--- src/rtl/muldiv_unit.sv ---
`default_nettype none
// ============================================================================
// muldiv_unit : HI/LO multiply / multiply-accumulate / restoring-divide unit
// Revision    : 1.0
// ============================================================================
module muldiv_unit #(
    parameter int WIDTH   = 32,
    parameter int MUL_LAT = 2,
    parameter int DIV_EN  = 1
) (
    input  logic             Clock,
    input  logic             nReset,
    input  logic             Start,
    input  logic [2:0]       Op,
    input  logic [WIDTH-1:0] A,
    input  logic [WIDTH-1:0] B,
    input  logic             Flush,
    output logic             Busy,
    output logic             Done,
    output logic [WIDTH-1:0] Hi,
    output logic [WIDTH-1:0] Lo
);

    localparam logic [2:0] OP_MULT  = 3'd0;
    localparam logic [2:0] OP_MULTU = 3'd1;
    localparam logic [2:0] OP_DIV   = 3'd2;
    localparam logic [2:0] OP_DIVU  = 3'd3;
    localparam logic [2:0] OP_MADD  = 3'd4;
    localparam logic [2:0] OP_MSUB  = 3'd5;
    localparam logic [2:0] OP_MTHI  = 3'd6;

    localparam logic [1:0] MAC_NONE = 2'd0;
    localparam logic [1:0] MAC_ADD  = 2'd1;
    localparam logic [1:0] MAC_SUB  = 2'd2;

    localparam int               CNT_W    = $clog2(WIDTH + 1);
    localparam logic [CNT_W-1:0] MUL_LAST = CNT_W'(MUL_LAT - 1);
    localparam logic [CNT_W-1:0] DIV_LAST = CNT_W'(WIDTH - 1);

    typedef enum logic [1:0] {
        S_IDLE = 2'd0,
        S_MUL  = 2'd1,
        S_DIV  = 2'd2,
        S_FIX  = 2'd3
    } state_t;

    state_t             state_q, state_d;
    logic [CNT_W-1:0]   cnt_q, cnt_d;
    logic [WIDTH-1:0]   hi_q, hi_d, lo_q, lo_d;
    logic               busy_q, busy_d, done_q, done_d;
    logic [1:0]         mac_q, mac_d;
    logic [WIDTH-1:0]   quo_q, quo_d, rem_q, rem_d, dvs_q, dvs_d;
    logic               qneg_q, qneg_d, rneg_q, rneg_d, dz_q, dz_d;

    // Multiplier: operands sign-extended to 2*WIDTH so the low half of the
    // product is the exact signed or unsigned result.
    logic                 w_mul_sgn;
    logic [2*WIDTH-1:0]   w_mul_a, w_mul_b, w_prod, w_hilo, w_mul_res;
    logic [2*WIDTH-1:0]   prod_q [MUL_LAT];

    assign w_mul_sgn = (Op != OP_MULTU);
    assign w_mul_a   = {{WIDTH{w_mul_sgn & A[WIDTH-1]}}, A};
    assign w_mul_b   = {{WIDTH{w_mul_sgn & B[WIDTH-1]}}, B};
    assign w_prod    = w_mul_a * w_mul_b;
    assign w_hilo    = {hi_q, lo_q};

    // Free-running datapath pipeline; only the FSM decides when it is consumed.
    always_ff @(posedge Clock) begin
        prod_q[0] <= w_prod;
        for (int k = 1; k < MUL_LAT; k++) begin
            prod_q[k] <= prod_q[k-1];
        end
    end

    always_comb begin
        case (mac_q)
            MAC_ADD: w_mul_res = w_hilo + prod_q[MUL_LAT-1];
            MAC_SUB: w_mul_res = w_hilo - prod_q[MUL_LAT-1];
            default: w_mul_res = prod_q[MUL_LAT-1];
        endcase
    end

    // Divider works on magnitudes; signs are restored in the FIX cycle.
    logic               w_div_sgn, w_a_neg, w_b_neg, w_div_ge;
    logic [WIDTH-1:0]   w_a_mag, w_b_mag, w_div_sub, w_quo_fix, w_rem_fix;
    logic [WIDTH:0]     w_div_r;

    assign w_div_sgn = (Op == OP_DIV);
    assign w_a_neg   = w_div_sgn & A[WIDTH-1];
    assign w_b_neg   = w_div_sgn & B[WIDTH-1];
    assign w_a_mag   = w_a_neg ? (~A + 1'b1) : A;
    assign w_b_mag   = w_b_neg ? (~B + 1'b1) : B;
    assign w_div_r   = {rem_q, quo_q[WIDTH-1]};
    assign w_div_ge  = (w_div_r >= {1'b0, dvs_q});
    assign w_div_sub = w_div_r[WIDTH-1:0] - dvs_q;
    assign w_quo_fix = dz_q ? '1 : (qneg_q ? (~quo_q + 1'b1) : quo_q);
    assign w_rem_fix = rneg_q ? (~rem_q + 1'b1) : rem_q;

    always_comb begin
        state_d = state_q;
        cnt_d   = cnt_q;
        hi_d    = hi_q;
        lo_d    = lo_q;
        done_d  = 1'b0;
        mac_d   = mac_q;
        quo_d   = quo_q;
        rem_d   = rem_q;
        dvs_d   = dvs_q;
        qneg_d  = qneg_q;
        rneg_d  = rneg_q;
        dz_d    = dz_q;
        case (state_q)
            S_IDLE: begin
                if (Start && !Flush) begin
                    case (Op)
                        OP_MULT, OP_MULTU: begin
                            state_d = S_MUL;
                            cnt_d   = '0;
                            mac_d   = MAC_NONE;
                        end
                        OP_MADD: begin
                            state_d = S_MUL;
                            cnt_d   = '0;
                            mac_d   = MAC_ADD;
                        end
                        OP_MSUB: begin
                            state_d = S_MUL;
                            cnt_d   = '0;
                            mac_d   = MAC_SUB;
                        end
                        OP_DIV, OP_DIVU: begin
                            if (DIV_EN != 0) begin
                                state_d = S_DIV;
                                cnt_d   = '0;
                                quo_d   = w_a_mag;
                                rem_d   = '0;
                                dvs_d   = w_b_mag;
                                qneg_d  = w_a_neg ^ w_b_neg;
                                rneg_d  = w_a_neg;
                                dz_d    = (B == '0);
                            end else begin
                                done_d  = 1'b1;
                            end
                        end
                        OP_MTHI: begin
                            hi_d   = A;
                            done_d = 1'b1;
                        end
                        default: begin
                            lo_d   = A;
                            done_d = 1'b1;
                        end
                    endcase
                end
            end
            S_MUL: begin
                if (Flush) begin
                    state_d = S_IDLE;
                end else if (cnt_q == MUL_LAST) begin
                    {hi_d, lo_d} = w_mul_res;
                    done_d       = 1'b1;
                    state_d      = S_IDLE;
                end else begin
                    cnt_d = cnt_q + 1'b1;
                end
            end
            S_DIV: begin
                if (Flush) begin
                    state_d = S_IDLE;
                end else begin
                    quo_d = {quo_q[WIDTH-2:0], w_div_ge};
                    rem_d = w_div_ge ? w_div_sub : w_div_r[WIDTH-1:0];
                    if (cnt_q == DIV_LAST) begin
                        state_d = S_FIX;
                    end else begin
                        cnt_d = cnt_q + 1'b1;
                    end
                end
            end
            S_FIX: begin
                state_d = S_IDLE;
                if (!Flush) begin
                    hi_d   = w_rem_fix;
                    lo_d   = w_quo_fix;
                    done_d = 1'b1;
                end
            end
            default: state_d = S_IDLE;
        endcase
        busy_d = (state_d != S_IDLE);
    end

    always_ff @(posedge Clock) begin
        if (!nReset) begin
            state_q <= S_IDLE;
            cnt_q   <= '0;
            hi_q    <= '0;
            lo_q    <= '0;
            busy_q  <= 1'b0;
            done_q  <= 1'b0;
            mac_q   <= MAC_NONE;
            quo_q   <= '0;
            rem_q   <= '0;
            dvs_q   <= '0;
            qneg_q  <= 1'b0;
            rneg_q  <= 1'b0;
            dz_q    <= 1'b0;
        end else begin
            state_q <= state_d;
            cnt_q   <= cnt_d;
            hi_q    <= hi_d;
            lo_q    <= lo_d;
            busy_q  <= busy_d;
            done_q  <= done_d;
            mac_q   <= mac_d;
            quo_q   <= quo_d;
            rem_q   <= rem_d;
            dvs_q   <= dvs_d;
            qneg_q  <= qneg_d;
            rneg_q  <= rneg_d;
            dz_q    <= dz_d;
        end
    end

    assign Busy = busy_q;
    assign Done = done_q;
    assign Hi   = hi_q;
    assign Lo   = lo_q;

endmodule
`default_nettype wire
--- config.mk ---
export PLATFORM = sky130hd
export DESIGN_NAME = muldiv_unit
export DESIGN_NICKNAME = d
export VERILOG_FILES = /design/src/rtl/muldiv_unit.sv
export SDC_FILE = /design/constraint.sdc
export NUM_CORES = 2
export LEC_CHECK = 0
export ABC_AREA = 1
export CORE_MARGIN = 8
export CORE_UTILIZATION = 54
export DETAILED_ROUTE_END_ITERATION = 8
export HOLD_SLACK_MARGIN = 0.02
export MAX_ROUTING_LAYER = met4
export PLACE_DENSITY_LB_ADDON = 0.1
export SLEW_MARGIN = 15
export SYNTH_ARGS = -nofsm -noshare
export SYNTH_HDL_FRONTEND = slang
export SYNTH_SLANG_ARGS = --single-unit
--- constraint.sdc ---
create_clock -name Clock -period 9.4 [get_ports Clock]
set_input_delay 0.94 -clock Clock [delete_from_list [all_inputs] [get_ports Clock]]
set_output_delay 0.94 -clock Clock [all_outputs]
set_load 0.01 [all_outputs]
==> run_results.csv <==
group,metric,value,unit
global_routing,grt_overflow,0,
worst_setup_path,path_max_fanout,10,
clock_network,cts_sinks,303,
floorplanning,start_util,54.5,%
finish,drive_above_1_share,4.00,%
worst_setup_path,worstSetupStartpointType,"input pin",
global_routing,grt_first_pass_wirelength,373000,um
drt,vias,59100,
sta,final-max-slew-violation-count,0,
worst_setup_path,rr_worst_depth,23,
global_routing,track_usage,39.8,%
worst_setup_path,r2r_start,"prod_q[0][64]",
synthesis,syn_nets,10422,
worst_setup_path,reg2reg_slack,4520,ps
clock_network,hold_buffers,0,
clock_network,clk_pin_slew,70,ps
clock_network,cts_setup_buffers,0,
floorplanning,die_y,358,um
finish,syn2layout_area_growth,6.68,%
synthesis,synth-async-reset-ratio,0,%
run_status,status,"completed",
synthesis,synth_commonest_cells,"nand2_1, inv_1, fa_1",
synthesis,synth_area_leaders,"fa_1, nand2_1, inv_1, dfxtp_1, ha_1",
sta,fmax,116,MHz
synthesis,netlist_area,63300,um^2
synthesis,synth_top_cell_area_share,35.6,%
floorplanning,core,116000,um^2
synthesis,synth_edf_count,0,
floorplanning,row_count,125,
sta,finClkSkew,58.9,ps
sta,hold_viol,0,
global_routing,grt_max_degree,66,
global_routing,grt_pass1_vias,59988,
sta,worstMarginPinSlew,1140,ps
placement,gp_congestion,1.10,
clock_network,tritoncts,"yes",
worst_setup_path,required,9850,ps
clock_network,insertion_delay,600,ps
synthesis,yosysWarnings,0,
worst_setup_path,slowest_stage,"fa_1",
sta,maxSlewHeadroom,23.7,%
floorplanning,dieArea,128000,um^2
sta,fin_crit_sh,92.0,%
sta,tns,0,ps
sta,finalSetupViolations,0,
placement,io_buffers,136,
synthesis,syn_area_per_cell,7.11,um^2
sta,rsz0062_at_grt,"no",
clock_network,cts_buffers,39,
drt,initialDrtViolationCount,6133,
synthesis,post-synth-top-area-cell,"fa_1",
synthesis,synthCells,8904,
min_path,min_path_type,"reg -> reg",
floorplanning,pin_count,137,
synthesis,ys_types,61,
clock_network,cts_buffer_depth,3,
drt,firstDrtPassIters,8,
flow_run,maxCapViolCount,0,
drt,wl_per_cell,23.7,um
min_path,min_from,"prod_q[0][2]",
finish,nets,10374,
floorplanning,die_w,358,um
worst_setup_path,cp_common_cell,"fa_1",
synthesis,ys.flop_type,"dfxtp_1",
worst_setup_path,worst_ep_arrival_time,9100,ps
worst_setup_path,crit_type,"in -> reg",
min_path,worstHoldPathCells,0,
drt,antenna_left,0,
synthesis,yosysMostFrequentCell,"nand2_1",
placement,place_hpwl,208000,um
clock_network,root_buffer,"clkbuf_16",
drt,via_per_inst,5.67,
synthesis,seq_area_frac_synth,9.58,%
clock_network,ctsResizeCount,0,
sta,fin_crit,8650,ps
worst_setup_path,max_stage_delay,620,ps
global_routing,antenna_found_initial,18,
clock_network,cts_htree_levels,2,
drt,routed_wl,247000,um
worst_setup_path,r2r_end,"Hi[16]",
min_path,whs_endpoint,"prod_q[0][66]",
synthesis,synth_seq_cells,303,
finish,fillers,11310,
drt,drc_errors,0,
worst_setup_path,endpoint_kind,"register",
worst max path at each step:
stage / slack (ps) / endpoint / depth (start not counted) / startpoint
6_report: 750 / prod_q[0][48] / 25 / Op[2]
3_5_place_dp: 240 / prod_q[0][55] / 27 / Op[2]
5_1_grt: 230 / prod_q[0][61] / 25 / Op[2]
4_1_cts: 790 / prod_q[0][55] / 27 / Op[2]
2_1_floorplan: 1050 / prod_q[0][56] / 27 / Op[2]
3_3_place_gp: 330 / prod_q[0][55] / 27 / Op[1]
critical path: cells and delay by family:
kind                       cells  cell delay, ps
buffers and inverters          5            1330
xor gates and xnor gates       1             150
and+or+nand+nor                9            1930
adders and majority gates      9            4570
AOI/OAI and AO/OA              1             170
cell type report:
cell class / instances / area (um^2) / share of cell area, %
clock buffers: 48 / 1070 / 1.59
flip-flops and latches: 303 / 6070 / 8.98
clock inverters: 23 / 259 / 0.384
repair buffers: 293 / 2450 / 3.63
multi-input cells: 6043 / 47600 / 70.4
well taps: 1524 / 1910 / 2.82
diodes: 15 / 37.5 / 0.0556
inverters: 2176 / 8170 / 12.1
state kept, by name (all words and copies together) (netlist names):
register and count:
Hi 32, qneg_q 1, mac_q 2, dvs_q 32, prod_q 128, Lo 32
Done 1, rem_q 32, cnt_q 6, quo_q 32, rneg_q 1, dz_q 1
Busy 1, state_q 2
cells in the final DEF, fill, tap and decap left out, types with 12 or more instances in the layout:
cell / n
ha_1: 318
inv_2: 18
a21o_1: 13
diode_2: 15
a21oi_1: 400
xnor2_1: 58
dfxtp_1: 303
o21ai_0: 299
a31oi_1: 56
nor2_2: 15
o21bai_1: 22
xor2_1: 147
buf_4: 145
inv_1: 2157
clkdlybuf4s50_1: 88
o22ai_1: 25
nor2_1: 616
nand2_1: 2251
fa_1: 1127
nor4_1: 20
buf_12: 12
o211ai_1: 31
nand4_1: 74
nor3_1: 71
clkbuf_16: 40
o21ai_1: 14
nand3_1: 363
buf_2: 48
through the flow:
stage               cells  hold slack [ps]  setup slack, ps  area, um^2  utilization, %
floorplan            8904              310             1050       63300               -
global placement    10339              312              330       66200            56.9
detailed placement  10339              312              235       66200            56.9
CTS                 10410              316              792       67500            58.1
global route        10422              329              228       67500            58.1
finish              10425              318              748       67500            58.1
layer usage:
| metal | GRT usage, % | wire length, um | up-vias |
|---|---|---|---|
| met5 | - | 0 | - |
| met4 | 20.3 | 16400 | 0 |
| met3 | 6.85 | 23600 | 730 |
| met2 | 61.7 | 110000 | 3065 |
| met1 | 50.3 | 97100 | 28985 |
| li1 | - | - | 26320 |
cells by family after synthesis:
group           count (synthesis)  synth area share (%)
xor+xnor                      205                  2.84
fa+ha+maj                    1447                  42.0
buf+inv                      2558                  15.3
flops                         303                  9.58
simple gates                 3471                  22.3
compound gates                920                  8.04
Power is left out: the tool's default activity adds up to more than one toggle a clock period on the data nets, which glitch-free logic cannot reach.
